==> src/rtl/soc_pkg.sv <==
// Shared constants and state type for the UART-to-MMIO debug bridge.
package soc_pkg;

    localparam logic [7:0] OP_WR     = 8'h57;
    localparam logic [7:0] OP_RD     = 8'h52;
    localparam logic [7:0] RSP_OK    = 8'h4B;
    localparam logic [7:0] RSP_BAD   = 8'h3F;
    localparam logic [7:0] RSP_ABORT = 8'h21;

    localparam logic [15:0] MMIO_BASE = 16'h8000;
    localparam logic [15:0] MMIO_LAST = 16'h83FF;

    typedef enum logic [1:0] {
        ST_IDLE,
        ST_ARGS,
        ST_BUS,
        ST_RESP
    } bridge_state_e;

endpackage

==> src/rtl/bridge_timeout_ctr.sv <==
// Saturating cycle counter with synchronous clear; expired is high once LIMIT is reached.
module bridge_timeout_ctr #(
    parameter int unsigned LIMIT = 15
) (
    input  logic clk,
    input  logic rst,
    input  logic clear,
    input  logic enable,
    output logic expired
);

    localparam int unsigned WIDTH = $clog2(LIMIT + 1);

    logic [WIDTH-1:0] count;

    assign expired = (count == LIMIT[WIDTH-1:0]);

    always_ff @(posedge clk) begin
        if (!rst || clear) begin
            count <= '0;
        end else if (enable && !expired) begin
            count <= count + 1'b1;
        end
    end

endmodule

==> src/rtl/uart_mmio_bridge.sv <==
// Byte-stream command parser that issues single 16-bit MMIO reads/writes and replies over the UART.
module uart_mmio_bridge
    import soc_pkg::*;
#(
    parameter int unsigned TIMEOUT_CYCLES = 100000,
    parameter int unsigned BUS_WAIT_MAX   = 15
) (
    input  logic        clk,
    input  logic        rst,
    input  logic        rx_valid,
    input  logic [7:0]  rx_data,
    output logic        tx_valid,
    output logic [7:0]  tx_data,
    input  logic        tx_ready,
    output logic        bus_sel,
    output logic        bus_we,
    output logic        bus_re,
    output logic [15:0] bus_addr,
    output logic [15:0] bus_wdata,
    input  logic [15:0] bus_rdata,
    input  logic        bus_ready,
    output logic        busy,
    output logic        err
);

    bridge_state_e state, state_next;

    logic [7:0]  opcode;
    logic [1:0]  arg_idx;
    logic [15:0] rdata_q;
    logic [7:0]  rsp_byte;
    logic        rsp_read;
    logic        resp_idx;
    logic        is_read;
    logic        args_last;
    logic        resp_last;
    logic        tx_fire;
    logic        timeout_hit;
    logic        wait_hit;
    logic        err_next;

    assign is_read   = (opcode == OP_RD);
    assign args_last = is_read ? (arg_idx == 2'd1) : (arg_idx == 2'd3);
    assign resp_last = !rsp_read || resp_idx;
    assign tx_fire   = tx_valid && tx_ready;

    // A byte arriving on the expiry cycle clears the counter, so the byte wins.
    bridge_timeout_ctr #(.LIMIT(TIMEOUT_CYCLES)) u_rx_timeout (
        .clk     (clk),
        .rst     (rst),
        .clear   ((state != ST_ARGS) || rx_valid),
        .enable  (1'b1),
        .expired (timeout_hit)
    );

    bridge_timeout_ctr #(.LIMIT(BUS_WAIT_MAX)) u_bus_wait (
        .clk     (clk),
        .rst     (rst),
        .clear   (state != ST_BUS),
        .enable  (!bus_ready),
        .expired (wait_hit)
    );

    always_ff @(posedge clk) begin
        if (!rst) begin
            state <= ST_IDLE;
            err   <= 1'b0;
        end else begin
            state <= state_next;
            err   <= err_next;
        end
    end

    always_comb begin
        state_next = state;
        err_next   = 1'b0;
        case (state)
            ST_IDLE: begin
                if (rx_valid) begin
                    if (rx_data == OP_WR || rx_data == OP_RD) begin
                        state_next = ST_ARGS;
                    end else begin
                        state_next = ST_RESP;
                        err_next   = 1'b1;
                    end
                end
            end
            ST_ARGS: begin
                if (rx_valid) begin
                    if (args_last) state_next = ST_BUS;
                end else if (timeout_hit) begin
                    state_next = ST_IDLE;
                    err_next   = 1'b1;
                end
            end
            ST_BUS: begin
                err_next = rx_valid;
                if (bus_ready) begin
                    state_next = ST_RESP;
                end else if (wait_hit) begin
                    state_next = ST_RESP;
                    err_next   = 1'b1;
                end
            end
            ST_RESP: begin
                err_next = rx_valid;
                if (tx_fire && resp_last) state_next = ST_IDLE;
            end
            default: state_next = ST_IDLE;
        endcase
    end

    always_ff @(posedge clk) begin
        if (!rst) begin
            opcode    <= '0;
            arg_idx   <= '0;
            bus_addr  <= '0;
            bus_wdata <= '0;
            rdata_q   <= '0;
            rsp_byte  <= '0;
            rsp_read  <= 1'b0;
            resp_idx  <= 1'b0;
        end else begin
            case (state)
                ST_IDLE: begin
                    if (rx_valid) begin
                        opcode   <= rx_data;
                        arg_idx  <= '0;
                        rsp_byte <= RSP_BAD;
                        rsp_read <= 1'b0;
                        resp_idx <= 1'b0;
                    end
                end
                ST_ARGS: begin
                    if (rx_valid) begin
                        case (arg_idx)
                            2'd0:    bus_addr[15:8]  <= rx_data;
                            2'd1:    bus_addr[7:0]   <= rx_data;
                            2'd2:    bus_wdata[15:8] <= rx_data;
                            default: bus_wdata[7:0]  <= rx_data;
                        endcase
                        if (!args_last) arg_idx <= arg_idx + 2'd1;
                    end
                end
                ST_BUS: begin
                    resp_idx <= 1'b0;
                    if (bus_ready) begin
                        rsp_byte <= RSP_OK;
                        rsp_read <= is_read;
                        if (is_read) rdata_q <= bus_rdata;
                    end else if (wait_hit) begin
                        rsp_byte <= RSP_ABORT;
                        rsp_read <= 1'b0;
                    end
                end
                ST_RESP: begin
                    if (tx_fire && !resp_last) resp_idx <= 1'b1;
                end
                default: ;
            endcase
        end
    end

    assign busy     = (state != ST_IDLE);
    assign tx_valid = (state == ST_RESP);
    assign bus_sel  = (state == ST_BUS);
    assign bus_we   = bus_sel && !is_read;
    assign bus_re   = bus_sel && is_read;

    always_comb begin
        tx_data = '0;
        if (state == ST_RESP) begin
            if (rsp_read) tx_data = resp_idx ? rdata_q[7:0] : rdata_q[15:8];
            else          tx_data = rsp_byte;
        end
    end

endmodule
==> config.mk <==
export PLATFORM = sky130hd
export DESIGN_NAME = uart_mmio_bridge
export DESIGN_NICKNAME = d
export VERILOG_FILES = /design/src/rtl/soc_pkg.sv /design/src/rtl/bridge_timeout_ctr.sv /design/src/rtl/uart_mmio_bridge.sv
export SDC_FILE = /design/constraint.sdc
export NUM_CORES = 1
export LEC_CHECK = 0
export BUFFER_PORTS_ARGS = -buffer_cell sky130_fd_sc_hd__buf_4
export CAP_MARGIN = 20
export CELL_PAD_IN_SITES_DETAIL_PLACEMENT = 1
export CELL_PAD_IN_SITES_GLOBAL_PLACEMENT = 1
export CORE_UTILIZATION = 25
export CTS_CLUSTER_SIZE = 25
export DETAILED_ROUTE_END_ITERATION = 6
export PLACE_DENSITY = 0.61
export SLEW_MARGIN = 20
export SYNTH_ARGS = -nofsm -noshare
export SYNTH_HDL_FRONTEND = slang
export SYNTH_SLANG_ARGS = --single-unit
==> constraint.sdc <==
create_clock -name clk -period 2.6 [get_ports clk]
set_input_delay 0.26 -clock clk [delete_from_list [all_inputs] [get_ports clk]]
set_output_delay 0.26 -clock clk [all_outputs]
set_load 0.01 [all_outputs]
==> flow_summary.json, run 1 <==
{
  "grt_pass1_vias": 3486,
  "dieArea_mm2": 0.01660,
  "critPathLaunchType": "register",
  "timing.setup.tns_ps": 0,
  "cts_made_buffers": 9,
  "fin_cells": 742,
  "synth.distinct_cells": 49,
  "grt_overflow": 0,
  "seq_area_frac_synth": 0.4431,
  "cp_slowest_cell": "dfxtp_1",
  "io_buffers": 74,
  "netlist.area_leader.share": 0.4431,
  "start_util": 0.2607,
  "synth-async-reset-ratio": 0,
  "cts_setup_buffers": 0,
  "cts_root_buf": "clkbuf_16",
  "min_period_ps": 2080,
  "r2r.worst_path.cells": 5,
  "holdWs_ps": 173.4,
  "maxSlewHeadroom": 0.5521,
  "path_class": "reg2out",
  "num_antenna_cells": 0,
  "dp.cells": 727,
  "rrSetupSlack_ps": 720,
  "critPathMaxFanout": 14,
  "synth_fp_nets": 498,
  "period_share": 0.8001,
  "num_rows": 45,
  "hp-class": "in2reg",
  "cts.sinks": 89,
  "viasPerCell": 4.604,
  "drtIter0Drc": 141,
  "min-delay-start": "bus_rdata[8]",
  "hold_viol": 0,
  "yosysTopAreaCell": "dfxtp_1",
  "grt.total_usage": 0.1395,
  "hold_depth": 3,
  "grt_antenna_before_repair": 0,
  "die_w_um": 128.8,
  "critPathBufInv": 2,
  "hold_buffers": 0,
  "worstHoldEndpoint": "rdata_q[8]$_SDFFE_PN0P_",
  "dr.pass1.iters": 4,
  "ir_drop_uv": 310.4,
  "tightest_slew_ps": 670.0,
  "coreArea_mm2": 0.01543,
  "finalWeightedCongestion": 0.7191,
  "worstPathArrival_ps": 1820,
  "clkLatencyLatePin_ps": 340,
  "max_freq_mhz": 480.7,
  "synth_warnings": 0,
  "crit_family": "flip-flops",
  "ant_nets": 0,
  "r2r_end": "bus_addr[8]$_SDFFE_PN0P_",
  "drt_wl_total_um": 10960,
  "maxSlewViolCount": 0,
  "cts_tree": "yes",
  "synth_cells": 461,
  "grt_pass1_wl_um": 17940,
  "clockBufferDepth": 2,
  "slowest_delay_ps": 570,
  "cp.required_ps": 2340,
  "wl_per_cell_um": 14.76,
  "syn_avg_cell_area_um2": 8.723,
  "grt_max_degree": 51,
  "power_leakage_nw": 1.955,
  "path_cells": "nand2_1 -> inv_1 -> o21ai_0 -> a21oi_1 -> buf_4",
  "vias": 3416,
  "htreeDepth": 3,
  "drc": 0,
  "powerDensity_mw_per_mm2": 607.8,
  "endpoint_kind": "output pin",
  "chipHeight_um": 128.8,
  "skew_ps": 5.782,
  "area_growth_pct": 26.23,
  "synth_edf_count": 0,
  "grt_setup_unrepaired": "false",
  "synth.area.top_cells": "dfxtp_1, nand2_1, a21boi_0, mux2i_1, nor2b_1",
  "synth_seq_cells": 89,
  "clk_pin_slew_ps": 60,
  "synth_flop_cell": "dfxtp_1",
  "rr_startpoint": "state[0]$_SDFFE_PN0P_",
  "place_hpwl_um": 7888,
  "drive_gt1_frac": 0.1902,
  "io_pins": 75,
  "ctsResizeCount": 0,
  "maxCapViolCount": 0,
  "run_status": "complete, no violations",
  "fillers": 1842,
  "final_nets": 564,
  "syn_area_mm2": 0.004021,
  "finalSetupViolCount": 0
}
## logic make-up (layout without fill, tap and decap cells)
logic type | count (synthesis) | count (layout) | synth area share
simple gates | 196 | 196 | 0.2449
compound gates | 96 | 96 | 0.1615
flops | 89 | 89 | 0.4431
buf+inv | 33 | 103 | 0.03267
mux | 26 | 26 | 0.06472
xor+xnor | 13 | 13 | 0.02831
fa+ha+maj | 8 | 8 | 0.02489
## state kept, by name, summed over array words and instances, names as in the netlist, 2 cells and up
| name | cells |
|---|---|
| bus_wdata | 16 |
| bus_addr | 16 |
| rsp_byte | 5 |
| u_bus_wait.count | 4 |
| u_rx_timeout.count | 17 |
| state | 2 |
| rdata_q | 16 |
| arg_idx | 2 |
| opcode | 8 |
## report_power, final
group          internal (mW)  leakage [nW]  switching (mW)  total (mW)
Sequential              1.41         0.720          0.0432        1.45
Combinational          0.145          1.09           0.191       0.336
Clock                  0.763         0.144           0.534        1.30
Total                   2.32          1.95           0.769        3.09
## worst max-delay path by stage
stage                           from                                   to  slack [ps]  depth (start not counted)
3_5_place_dp   state[1]$_SDFFE_PN0P_  u_rx_timeout.count[11]$_SDFFE_PP0P_         690                          4
5_1_grt        state[1]$_SDFFE_PN0P_                           tx_data[2]         360                          5
2_1_floorplan  state[0]$_SDFFE_PN0P_                           tx_data[1]         980                          6
6_report       state[1]$_SDFFE_PN0P_                           tx_data[3]         520                          5
4_1_cts        state[1]$_SDFFE_PN0P_                           tx_data[3]         490                          5
3_3_place_gp   state[0]$_SDFFE_PN0P_           bus_wdata[11]$_SDFFE_PN0P_         820                          5
## tightest hold or removal path, delay by kind of cell
family,cells,cell delay [ps]
buf+inv,1,80
simple gates,1,90
mux,1,50
## per-layer routing
metal | vias to the layer above | wire length (um) | global-route usage
li1 | 1715 | - | -
met1 | 1625 | 5409 | 0.1813
met2 | 68 | 4980 | 0.2277
met3 | 8 | 446 | 0.03617
met4 | 0 | 119 | 0.03945
met5 | - | 0 | 0
## layout by cell type (no fill, tap or decap), types with 5 or more instances in the layout
cell and n:
a21boi_0 45, a21oi_1 14, and2_1 8, buf_4 79
clkbuf_16 9, dfxtp_1 89, ha_1 8, inv_1 9
mux2i_1 26, nand2_1 94, nand3_1 9, nand4_1 10
nor2_1 21, nor2b_1 20, o21ai_0 17, or3_1 6
xnor2_1 5, xor2_1 8
## per-stage QoR
stage / setup WS [ps] / total power, mW / utilization / instance area, um2
after global placement: 818.9 / 1.811 / 0.3099 / 4781
after CTS: 486.1 / 3.146 / 0.3290 / 5076
final: 519.7 / 3.085 / 0.3290 / 5076
after global routing: 356.5 / 3.243 / 0.3290 / 5076
after detailed placement: 691.3 / 1.822 / 0.3099 / 4781
after floorplan: 984.1 / 1.663 / - / 4021
## final cells by class
cell class	instances	area, um2	area share
Sequential cell	89	1782	0.3510
Tap cell	211	264.0	0.05201
Inverter	9	33.78	0.006655
Clock buffer	10	239.0	0.04708
Timing Repair Buffer	79	593.1	0.1168
Clock inverter	5	56.30	0.01109
Multi-Input combinational cell	339	2108	0.4153
## cells in the mapped netlist, types with 2 or more instances
library cell  instances
and3_1                3
o21a_1                2
nand4_1              10
o31ai_1               2
or3_1                 6
o21ai_0              17
a21boi_0             45
nand3_1               9
buf_2                 3
a211oi_1              3
nor3_1                3
and4_1                2
clkbuf_1             19
xnor2_1               5
and2_1                8
nand2_1              94
xor2_1                8
o211ai_1              4
nor2b_1              20
nor4bb_1              4
dfxtp_1              89
a21oi_1              14
nand2b_1              2
mux2i_1              26
inv_1                 9
nor2_1               21
ha_1                  8
o211a_1               2
a31oi_1               3
Note: power is estimated with default switching activity, not from simulation.
==> inputs of run 2 (changes only) <==
PLACE_DENSITY = 0.63   (was 0.61)
clock period = 1.7 ns   (was 2.6 ns; I/O delays follow)
==> run 2 against run 1 <==
  * Register-to-register slack lost 630 ps
  * Cell count rose by 3.1%
  * Count of clock-buffer cells in the layout grew 1
  * Highest routed layer unchanged
  * Critical path type unchanged
==> flow_summary.json, run 2 (same netlist as run 1, synthesis figures left out) <==
{
  "critPathLaunchType": "register",
  "final_common_cell": "buf_4",
  "multi_input_area_mm2": 0.002136,
  "cts.sinks": 89,
  "viasPerCell": 4.631,
  "regArea_mm2": 0.001795,
  "grt.total_usage": 0.1427,
  "drc": 0,
  "tightest_slew_ps": 400.4,
  "power_leakage_nw": 2.061,
  "grt_antenna_before_repair": 0,
  "num_antenna_cells": 0,
  "cts_made_buffers": 9,
  "cts_root_buf": "clkbuf_16",
  "run_status": "complete, no violations",
  "hold_viol": 0,
  "crit_top_cell": "buf_4",
  "largest_register": "u_rx_timeout.count",
  "clk_pin_slew_ps": 60,
  "clkLatencyLatePin_ps": 350,
  "slowest_delay_ps": 480,
  "setup_slack_ps": 88.14,
  "crit_family": "flip-flops",
  "fillers": 1848,
  "critPathBufInv": 2,
  "maxSlewViolCount": 0,
  "grt_overflow": 0,
  "grt_pass1_wl_um": 18350,
  "min_period_ps": 1612,
  "ir_drop_uv": 504.2,
  "vias": 3543,
  "largest_reg_flops": 17,
  "worstPathArrival_ps": 1440,
  "io_buffers": 74,
  "num_rows": 45,
  "die_w_um": 128.8,
  "ant_nets": 0,
  "maxCapViolCount": 0,
  "grtUsageMet1": 0.1762,
  "met2_usage": 0.2410,
  "grt_max_degree": 38,
  "path_cells": "buf_4 -> mux2i_1 -> a21oi_1 -> buf_4",
  "path_class": "reg2out",
  "grt_setup_unrepaired": "false",
  "hold_buffers": 0,
  "drtIter0Drc": 114,
  "finalWeightedCongestion": 0.7515,
  "timing.setup.tns_ps": 0,
  "met3_usage": 0.03659,
  "final_nets": 586,
  "finalSetupViolCount": 0,
  "dieArea_mm2": 0.01660,
  "chipHeight_um": 128.8,
  "cts_tree": "yes",
  "start_util": 0.2607,
  "maxSlewHeadroom": 0.7306,
  "dr.pass1.iters": 4,
  "dp_slack_ps": 10.42,
  "drt_wl_total_um": 11070,
  "period_share": 0.9482,
  "endpoint_kind": "output pin",
  "place_hpwl_um": 8105,
  "htreeDepth": 3,
  "busiest_layer": "met2",
  "cp_slowest_cell": "dfxtp_2",
  "clockBufferDepth": 2,
  "final_cell_mix": "buf_4, nand2_1, dfxtp_1",
  "grt_pass1_vias": 3668,
  "io_pins": 75,
  "skew_ps": 7.185,
  "coreArea_mm2": 0.01543,
  "powerDensity_mw_per_mm2": 906.8,
  "critPathMaxFanout": 9,
  "hp-class": "in2reg",
  "cp.required_ps": 1530,
  "wl_per_cell_um": 14.47,
  "drive_gt1_frac": 0.2509,
  "max_freq_mhz": 620.4,
  "area_growth_pct": 31.30
}
-- run 2: worst paths after layout --
check | from | endpoint | slack (ps) | cells past startpoint
max | resp_idx$_SDFFE_PN0P_ | tx_data[3] | 90 | 4
min | bus_rdata[14] | rdata_q[14]$_SDFFE_PN0P_ | 80 | 3
max reg2reg | u_rx_timeout.count[5]$_SDFFE_PP0P_ | u_rx_timeout.count[13]$_SDFFE_PP0P_ | 90 | 4
min reg2reg | bus_wdata[2]$_SDFFE_PN0P_ | bus_wdata[2]$_SDFFE_PN0P_ | 470 | 2
-- run 2: stage by stage --
stage / hold slack, ps / instances / total power, mW / util / cell area [um2]
2_1_floorplan: 303.6 / 461 / 2.543 / - / 4021
3_3_place_gp: 423.0 / 745 / 2.815 / 0.3187 / 4916
3_5_place_dp: 432.9 / 745 / 2.832 / 0.3187 / 4916
4_1_cts: 60.52 / 761 / 4.852 / 0.3390 / 5230
5_1_grt: 81.74 / 765 / 5.024 / 0.3423 / 5280
6_report: 75.54 / 765 / 4.788 / 0.3423 / 5280
-- run 2: where the power goes --
part | internal [mW] | switching [mW]
Sequential | 2.16 | 0.0568
Combinational | 0.279 | 0.322
Clock | 1.14 | 0.835
Total | 3.57 | 1.21
-- run 2: tightest hold or removal path: cells and delay by family --
family / cells / cell delay (ps)
buffers and inverters: 1 / 80
multiplexers: 1 / 50
AND/OR/NAND/NOR: 1 / 90
-- run 2: area by class of cell --
type / instances / area share
inverter: 9 / 0.006398
clock buffer: 11 / 0.04408
tap: 211 / 0.05000
sequential: 89 / 0.3400
multi-input combinational: 339 / 0.4045
timing repair buffer: 101 / 0.1443
clock inverter: 5 / 0.01066
-- run 2: repair_timing --
action,CTS,global route
setup endpoints to repair,9,15
endpoints found under the hold margin,0,0
pin swaps,0,1
resized for setup,10,13
setup buffers,0,4
-- run 2: per-layer routing --
layer,vias to the layer above,wire length (um)
li1,1761,-
met1,1695,5125
met2,79,5259
met3,8,552
met4,0,131
met5,-,0
